==> config.mk <==
export PLATFORM = sky130hd
export DESIGN_NAME = uart_tx_fifo
export DESIGN_NICKNAME = d
export VERILOG_FILES = /design/src/rtl/uart_tx_fifo.sv
export SDC_FILE = /design/constraint.sdc
export NUM_CORES = 1
export LEC_CHECK = 0
export BUFFER_PORTS_ARGS = -buffer_cell sky130_fd_sc_hd__buf_2
export CAP_MARGIN = 25
export CORE_ASPECT_RATIO = 0.75
export CORE_MARGIN = 1.5
export CORE_UTILIZATION = 45
export DETAILED_ROUTE_END_ITERATION = 8
export PLACE_DENSITY = 0.62
export SYNTH_ARGS = -nofsm -noshare
export SYNTH_HDL_FRONTEND = slang
export SYNTH_SLANG_ARGS = --single-unit
==> constraint.sdc <==
create_clock -name clk -period 2.5 [get_ports clk]
set_input_delay 0.25 -clock clk [delete_from_list [all_inputs] [get_ports clk]]
set_output_delay 0.25 -clock clk [all_outputs]
set_load 0.02 [all_outputs]
==> src/rtl/uart_tx_fifo.sv <==
// uart_tx_fifo: UART transmitter with a byte FIFO, 8N1 framing, 16x ticks.
// Optional even-parity bit when UART_TX_PARITY_EN is defined.
// Ports:
//   clk          rising-edge system clock
//   reset        synchronous active-low reset
//   dvsr         baud divisor, one tick every dvsr+1 clocks
//   wr_uart      write strobe, pushes w_data unless tx_full
//   w_data       byte to transmit
//   tx           serial output, idle high (registered)
//   tx_full      FIFO holds DEPTH entries (registered)
//   tx_empty     FIFO holds no entries (registered)
//   tx_busy      transmitter not idle (registered)
//   tx_done_tick one clock during the last clock of each stop bit
module uart_tx_fifo #(
   parameter int DBIT    = 8,
   parameter int SB_TICK = 16,
   parameter int ADDR_W  = 2,
   parameter int DVSR_W  = 32
) (
   input  logic              clk,
   input  logic              reset,
   input  logic [DVSR_W-1:0] dvsr,
   input  logic              wr_uart,
   input  logic [DBIT-1:0]   w_data,
   output logic              tx,
   output logic              tx_full,
   output logic              tx_empty,
   output logic              tx_busy,
   output logic              tx_done_tick
);

   localparam int DEPTH = 1 << ADDR_W;
   localparam int CW    = ADDR_W + 1;
   localparam int TW    = (SB_TICK > 16) ? $clog2(SB_TICK) : 4;
   localparam int BW    = (DBIT > 1) ? $clog2(DBIT) : 1;

   typedef enum logic [2:0] {
      S_IDLE,
      S_START,
      S_DATA,
`ifdef UART_TX_PARITY_EN
      S_PARITY,
`endif
      S_STOP
   } state_t;

   logic [DBIT-1:0]   mem_q [DEPTH];
   logic [DBIT-1:0]   mem_d [DEPTH];
   logic [ADDR_W-1:0] wptr_q, wptr_d;
   logic [ADDR_W-1:0] rptr_q, rptr_d;
   logic [CW-1:0]     cnt_q, cnt_d;
   logic              full_q, full_d;
   logic              empty_q, empty_d;
   logic              push, pop;

   state_t            state_q, state_d;
   logic [DVSR_W-1:0] baud_q, baud_d;
   logic              tick;
   logic [TW-1:0]     tcnt_q, tcnt_d;
   logic [BW-1:0]     bcnt_q, bcnt_d;
   logic [DBIT-1:0]   shift_q, shift_d;
   logic              tx_q, tx_d;
   logic              busy_q, busy_d;
   logic              done;
`ifdef UART_TX_PARITY_EN
   logic              par_q, par_d;
`endif

   // FIFO: full blocks pushes even when a pop happens in the same cycle
   always_comb begin
      push   = wr_uart & ~full_q;
      mem_d  = mem_q;
      wptr_d = wptr_q;
      rptr_d = rptr_q;
      cnt_d  = cnt_q;
      if (push) begin
         mem_d[wptr_q] = w_data;
         wptr_d        = wptr_q + ADDR_W'(1);
      end
      if (pop) begin
         rptr_d = rptr_q + ADDR_W'(1);
      end
      unique case ({push, pop})
         2'b10:   cnt_d = cnt_q + CW'(1);
         2'b01:   cnt_d = cnt_q - CW'(1);
         default: cnt_d = cnt_q;
      endcase
      full_d  = (cnt_d == CW'(DEPTH));
      empty_d = (cnt_d == '0);
   end

   // Baud generator, parked at zero while idle so every frame
   // starts on a clean tick phase
   always_comb begin
      tick = (state_q != S_IDLE) && (baud_q == dvsr);
      if (state_q == S_IDLE || tick) begin
         baud_d = '0;
      end else begin
         baud_d = baud_q + DVSR_W'(1);
      end
   end

   always_comb begin
      state_d = state_q;
      tcnt_d  = tcnt_q;
      bcnt_d  = bcnt_q;
      shift_d = shift_q;
      pop     = 1'b0;
      done    = 1'b0;
`ifdef UART_TX_PARITY_EN
      par_d   = par_q;
`endif
      unique case (state_q)
         S_IDLE: begin
            if (!empty_q) begin
               pop     = 1'b1;
               shift_d = mem_q[rptr_q];
               tcnt_d  = '0;
               bcnt_d  = '0;
`ifdef UART_TX_PARITY_EN
               par_d   = ^mem_q[rptr_q];
`endif
               state_d = S_START;
            end
         end
         S_START: begin
            if (tick) begin
               if (tcnt_q == TW'(15)) begin
                  tcnt_d  = '0;
                  state_d = S_DATA;
               end else begin
                  tcnt_d = tcnt_q + TW'(1);
               end
            end
         end
         S_DATA: begin
            if (tick) begin
               if (tcnt_q == TW'(15)) begin
                  tcnt_d  = '0;
                  shift_d = shift_q >> 1;
                  if (bcnt_q == BW'(DBIT - 1)) begin
`ifdef UART_TX_PARITY_EN
                     state_d = S_PARITY;
`else
                     state_d = S_STOP;
`endif
                  end else begin
                     bcnt_d = bcnt_q + BW'(1);
                  end
               end else begin
                  tcnt_d = tcnt_q + TW'(1);
               end
            end
         end
`ifdef UART_TX_PARITY_EN
         S_PARITY: begin
            if (tick) begin
               if (tcnt_q == TW'(15)) begin
                  tcnt_d  = '0;
                  state_d = S_STOP;
               end else begin
                  tcnt_d = tcnt_q + TW'(1);
               end
            end
         end
`endif
         S_STOP: begin
            if (tick) begin
               if (tcnt_q == TW'(SB_TICK - 1)) begin
                  tcnt_d  = '0;
                  done    = 1'b1;
                  state_d = S_IDLE;
               end else begin
                  tcnt_d = tcnt_q + TW'(1);
               end
            end
         end
         default: state_d = S_IDLE;
      endcase
   end

   // Line level follows the next state so tx changes on the same
   // edge as the state register
   always_comb begin
      tx_d = 1'b1;
      unique case (state_d)
         S_IDLE:   tx_d = 1'b1;
         S_START:  tx_d = 1'b0;
         S_DATA:   tx_d = shift_d[0];
`ifdef UART_TX_PARITY_EN
         S_PARITY: tx_d = par_q;
`endif
         S_STOP:   tx_d = 1'b1;
         default:  tx_d = 1'b1;
      endcase
      busy_d = (state_d != S_IDLE);
   end

   always_ff @(posedge clk) begin
      mem_q <= mem_d;
   end

   always_ff @(posedge clk) begin
      if (!reset) begin
         wptr_q  <= '0;
         rptr_q  <= '0;
         cnt_q   <= '0;
         full_q  <= 1'b0;
         empty_q <= 1'b1;
         state_q <= S_IDLE;
         baud_q  <= '0;
         tcnt_q  <= '0;
         bcnt_q  <= '0;
         shift_q <= '0;
         tx_q    <= 1'b1;
         busy_q  <= 1'b0;
`ifdef UART_TX_PARITY_EN
         par_q   <= 1'b0;
`endif
      end else begin
         wptr_q  <= wptr_d;
         rptr_q  <= rptr_d;
         cnt_q   <= cnt_d;
         full_q  <= full_d;
         empty_q <= empty_d;
         state_q <= state_d;
         baud_q  <= baud_d;
         tcnt_q  <= tcnt_d;
         bcnt_q  <= bcnt_d;
         shift_q <= shift_d;
         tx_q    <= tx_d;
         busy_q  <= busy_d;
`ifdef UART_TX_PARITY_EN
         par_q   <= par_d;
`endif
      end
   end

   assign tx           = tx_q;
   assign tx_busy      = busy_q;
   assign tx_full      = full_q;
   assign tx_empty     = empty_q;
   assign tx_done_tick = done;

endmodule
==> impl_metrics.py <==
metrics = {
    "critical_path": {
        "critPathLaunchType": "flip-flop",
        "cp_num_buf_inv": 2,
        "r2r-start": "baud_q[1]",
        "startpoint": "baud_q[18]",
        "cp_common_cell": "nand4_1",
        "cpLargestDelayFamily": "simple AND/OR/NAND/NOR gates",
        "crit_chain": "xnor2_2 > nand4_1 > nor4_2 > buf_4 > nand4_1 > nor3_2 > buf_2",
        "cp_max_fo": 11,
        "crit_slowest_cell": "dfxtp_1",
        "ff2ff_path_depth": 7,
        "slowest_delay_ns": 0.43,
        "path_depth": 7,
        "criticalPathCategory": "reg2out",
        "cp.arrival_ns": 2.17,
        "crit_path_end_kind": "output port",
        "cp.required_ns": 2.25,
    },
    "route": {
        "viasPerCell": 5.11,
        "dr.pass1.iters": 4,
        "drt-initial-drc-count": 198,
        "drtAntennaViolNets": 0,
        "num_vias": 3136,
        "wl_um": 9200,
        "wl_per_cell_um": 15.0,
        "drcViolationCount": 0,
    },
    "outcome": {
        "status": "completed",
    },
    "clocking": {
        "clkSinkCount": 93,
        "path_clk_slew_ns": 0.07,
        "clock_path_buffers": 2,
        "cts_tree": "done",
        "numCtsBuffers": 9,
        "hold_buffers": 0,
        "htree_levels": 3,
        "insertion_delay_ns": 0.34,
        "cts_root_buf": "clkbuf_16",
    },
    "job": {
        "cap_violations": 0,
    },
    "placement": {
        "hpwl_um": 6650,
        "io_buffers": 47,
        "place_inst": 593,
        "place_congestion": 0.844,
    },
    "worst_hold_path": {
        "hp-class": "in2reg",
        "hp-start": "w_data[1]",
        "holdPathStages": 1,
    },
    "finish": {
        "diodes": 0,
        "stdcell_count": 614,
        "multi_input_area_um2": 2050,
        "fin_nets": 534,
        "syn_to_final_growth_pct": 19.4,
        "drive_gt1_share_pct": 21.6,
        "seqCellArea_um2": 2180,
        "nFillCells": 820,
    },
    "pwr": {
        "clkPwrFrac_pct": 36.8,
        "p_switching_w": 0.00102,
        "finalPower_w": 0.00379,
        "pwr-share-seq_pct": 45.9,
        "leakagePower_nw": 1.87,
        "comb_power_share_pct": 17.2,
        "p_int_w": 0.00277,
        "power.density_nw_per_um2": 731,
        "max-vdd-ir-drop_mv": 0.398,
        "switching_share_pct": 26.9,
    },
    "synthesis": {
        "yosys_warnings": 0,
        "seq_area_frac_synth_pct": 50.3,
        "synth_cells": 421,
        "syn_avg_cell_area_um2": 10.3,
        "async_reset_ff_share_pct": 0,
        "synth_edf_count": 32,
        "synth_fp_nets": 474,
        "synth_flop_cell": "dfxtp_1",
        "yosys.cell_types.count": 44,
        "netlist_area_um2": 4340,
        "yosys_register_bits": 93,
    },
    "sta": {
        "hold_viol_final": 0,
        "slew_headroom_pct": 62.9,
        "finClkSkew_ns": 0.00737,
        "tightest_slew_ns": 0.549,
        "tns_ns": 0,
        "slew_viol_final": 0,
        "fin_crit_ns": 2.42,
        "finalSetupViolCount": 0,
        "fin_crit_sh_pct": 96.8,
        "fmax_ghz": 0.413,
    },
    "grt": {
        "grt_overflow": 0,
        "antenna_found_initial": 0,
        "grt_max_degree": 33,
        "track_usage_pct": 19.5,
        "grt_pass1_vias": 2914,
        "grt_pass1_wl_um": 14900,
    },
    "floorplan": {
        "fp.coreArea_um2": 9200,
        "io_pins": 48,
        "die_area_um2": 10300,
        "die_x_um": 116,
        "rows": 30,
        "die-height_um": 88.1,
        "start_util_pct": 47.2,
    },
}
==> flip-flops by register name, indices dropped and copies added, names as in the netlist <==
signal	count
tcnt_q	4
rptr_q	2
mem_q	32
state_q	3
shift_q	8
tx	1
bcnt_q	3
cnt_q	3
tx_busy	1
tx_full	1
tx_empty	1
baud_q	32
wptr_q	2
==> kinds of logic (layout without fill, tap and decap cells) <==
family | Yosys count | in the layout | synth area share, %
compound gates | 39 | 39 | 6.08
xor+xnor | 69 | 69 | 13.9
fa+ha+maj | 10 | 10 | 3.06
buf+inv | 39 | 104 | 3.57
flops | 93 | 93 | 50.3
mux | 12 | 12 | 5.07
other cells | 1 | 1 | 0.0864
simple gates | 158 | 158 | 17.9
==> cell usage in the layout (no fill, tap or decap), drive strengths merged, types with 10 or more instances in the layout <==
cell	Yosys	final
a21oi	15	15
and3	10	10
buf	8	67
dfxtp	61	61
edfxtp	32	32
inv	20	24
nand2	23	23
nand3	24	24
nand4	17	17
nor2	59	59
xnor2	47	47
xor2	22	22
==> through the flow <==
stage          worst slack, ns  utilization [%]  cell area (µm²)  hold slack, ns
5_1_grt                -0.0699             56.3             5180           0.116
3_3_place_gp             0.244             52.3             4810           0.449
4_1_cts                0.00671             55.8             5130           0.117
3_5_place_dp             0.197             52.3             4810           0.457
2_1_floorplan           0.0115                -             4370           0.349
6_report                0.0805             56.3             5180           0.132
==> timing repair <==
item	4_1_cts	5_1_grt
buffers inserted	0	5
setup endpoints to repair	1	2
pin swaps	0	3
gates resized for setup	3	3
==> final cells by class <==
class / count / share of cell area [%]
Clock inverter: 7 / 1.57
Multi-Input combinational cell: 289 / 39.6
Sequential cell: 93 / 42.2
Clock buffer: 9 / 4.35
Tap cell: 128 / 3.09
Inverter: 21 / 1.57
Timing Repair Buffer: 67 / 7.68
==> synth_stat cells, types with 6 or more instances <==
library cell	number	area share, %
dfxtp_1	61	28
nor2_1	59	5.1
xnor2_1	47	9.5
edfxtp_1	32	22
nand2_1	23	2.0
nand3_1	23	2.7
xor2_1	22	4.4
inv_1	20	1.7
nand4_1	17	2.5
a21oi_1	14	1.6
and3_1	10	1.4
clkbuf_1	10	0.86
ha_1	9	2.6
mux4_2	8	4.2
buf_2	7	0.81
a2bb2oi_1	6	1.2
==> final timing paths <==
path                  endpoint  slack, ns
setup / recovery  tx_done_tick       0.08
hold / removal        mem_q[9]       0.13
setup reg to reg    baud_q[22]       0.19
hold reg to reg     shift_q[6]       0.46
==> power groups by stage <==
| stage | clock network [W] | registers, W | logic, W |
|---|---|---|---|
| after floorplan | 0 | 0.00177 | 0.000455 |
| after global placement | 0 | 0.00177 | 0.000646 |
| after detailed placement | 0 | 0.00177 | 0.000652 |
| after CTS | 0.00144 | 0.00174 | 0.000659 |
| after global routing | 0.00150 | 0.00175 | 0.000734 |
| final | 0.00140 | 0.00174 | 0.000653 |
==> metal layers <==
| metal | up-vias | part of all wire, % | track usage [%] |
|---|---|---|---|
| met5 | - | 0 | 0 |
| met4 | 0 | 0.98 | 5.54 |
| met3 | 10 | 4.6 | 4.71 |
| met2 | 60 | 43 | 27.5 |
| met1 | 1482 | 52 | 29.5 |
| li1 | 1584 | - | - |
Note: power is estimated with default switching activity, not from simulation.
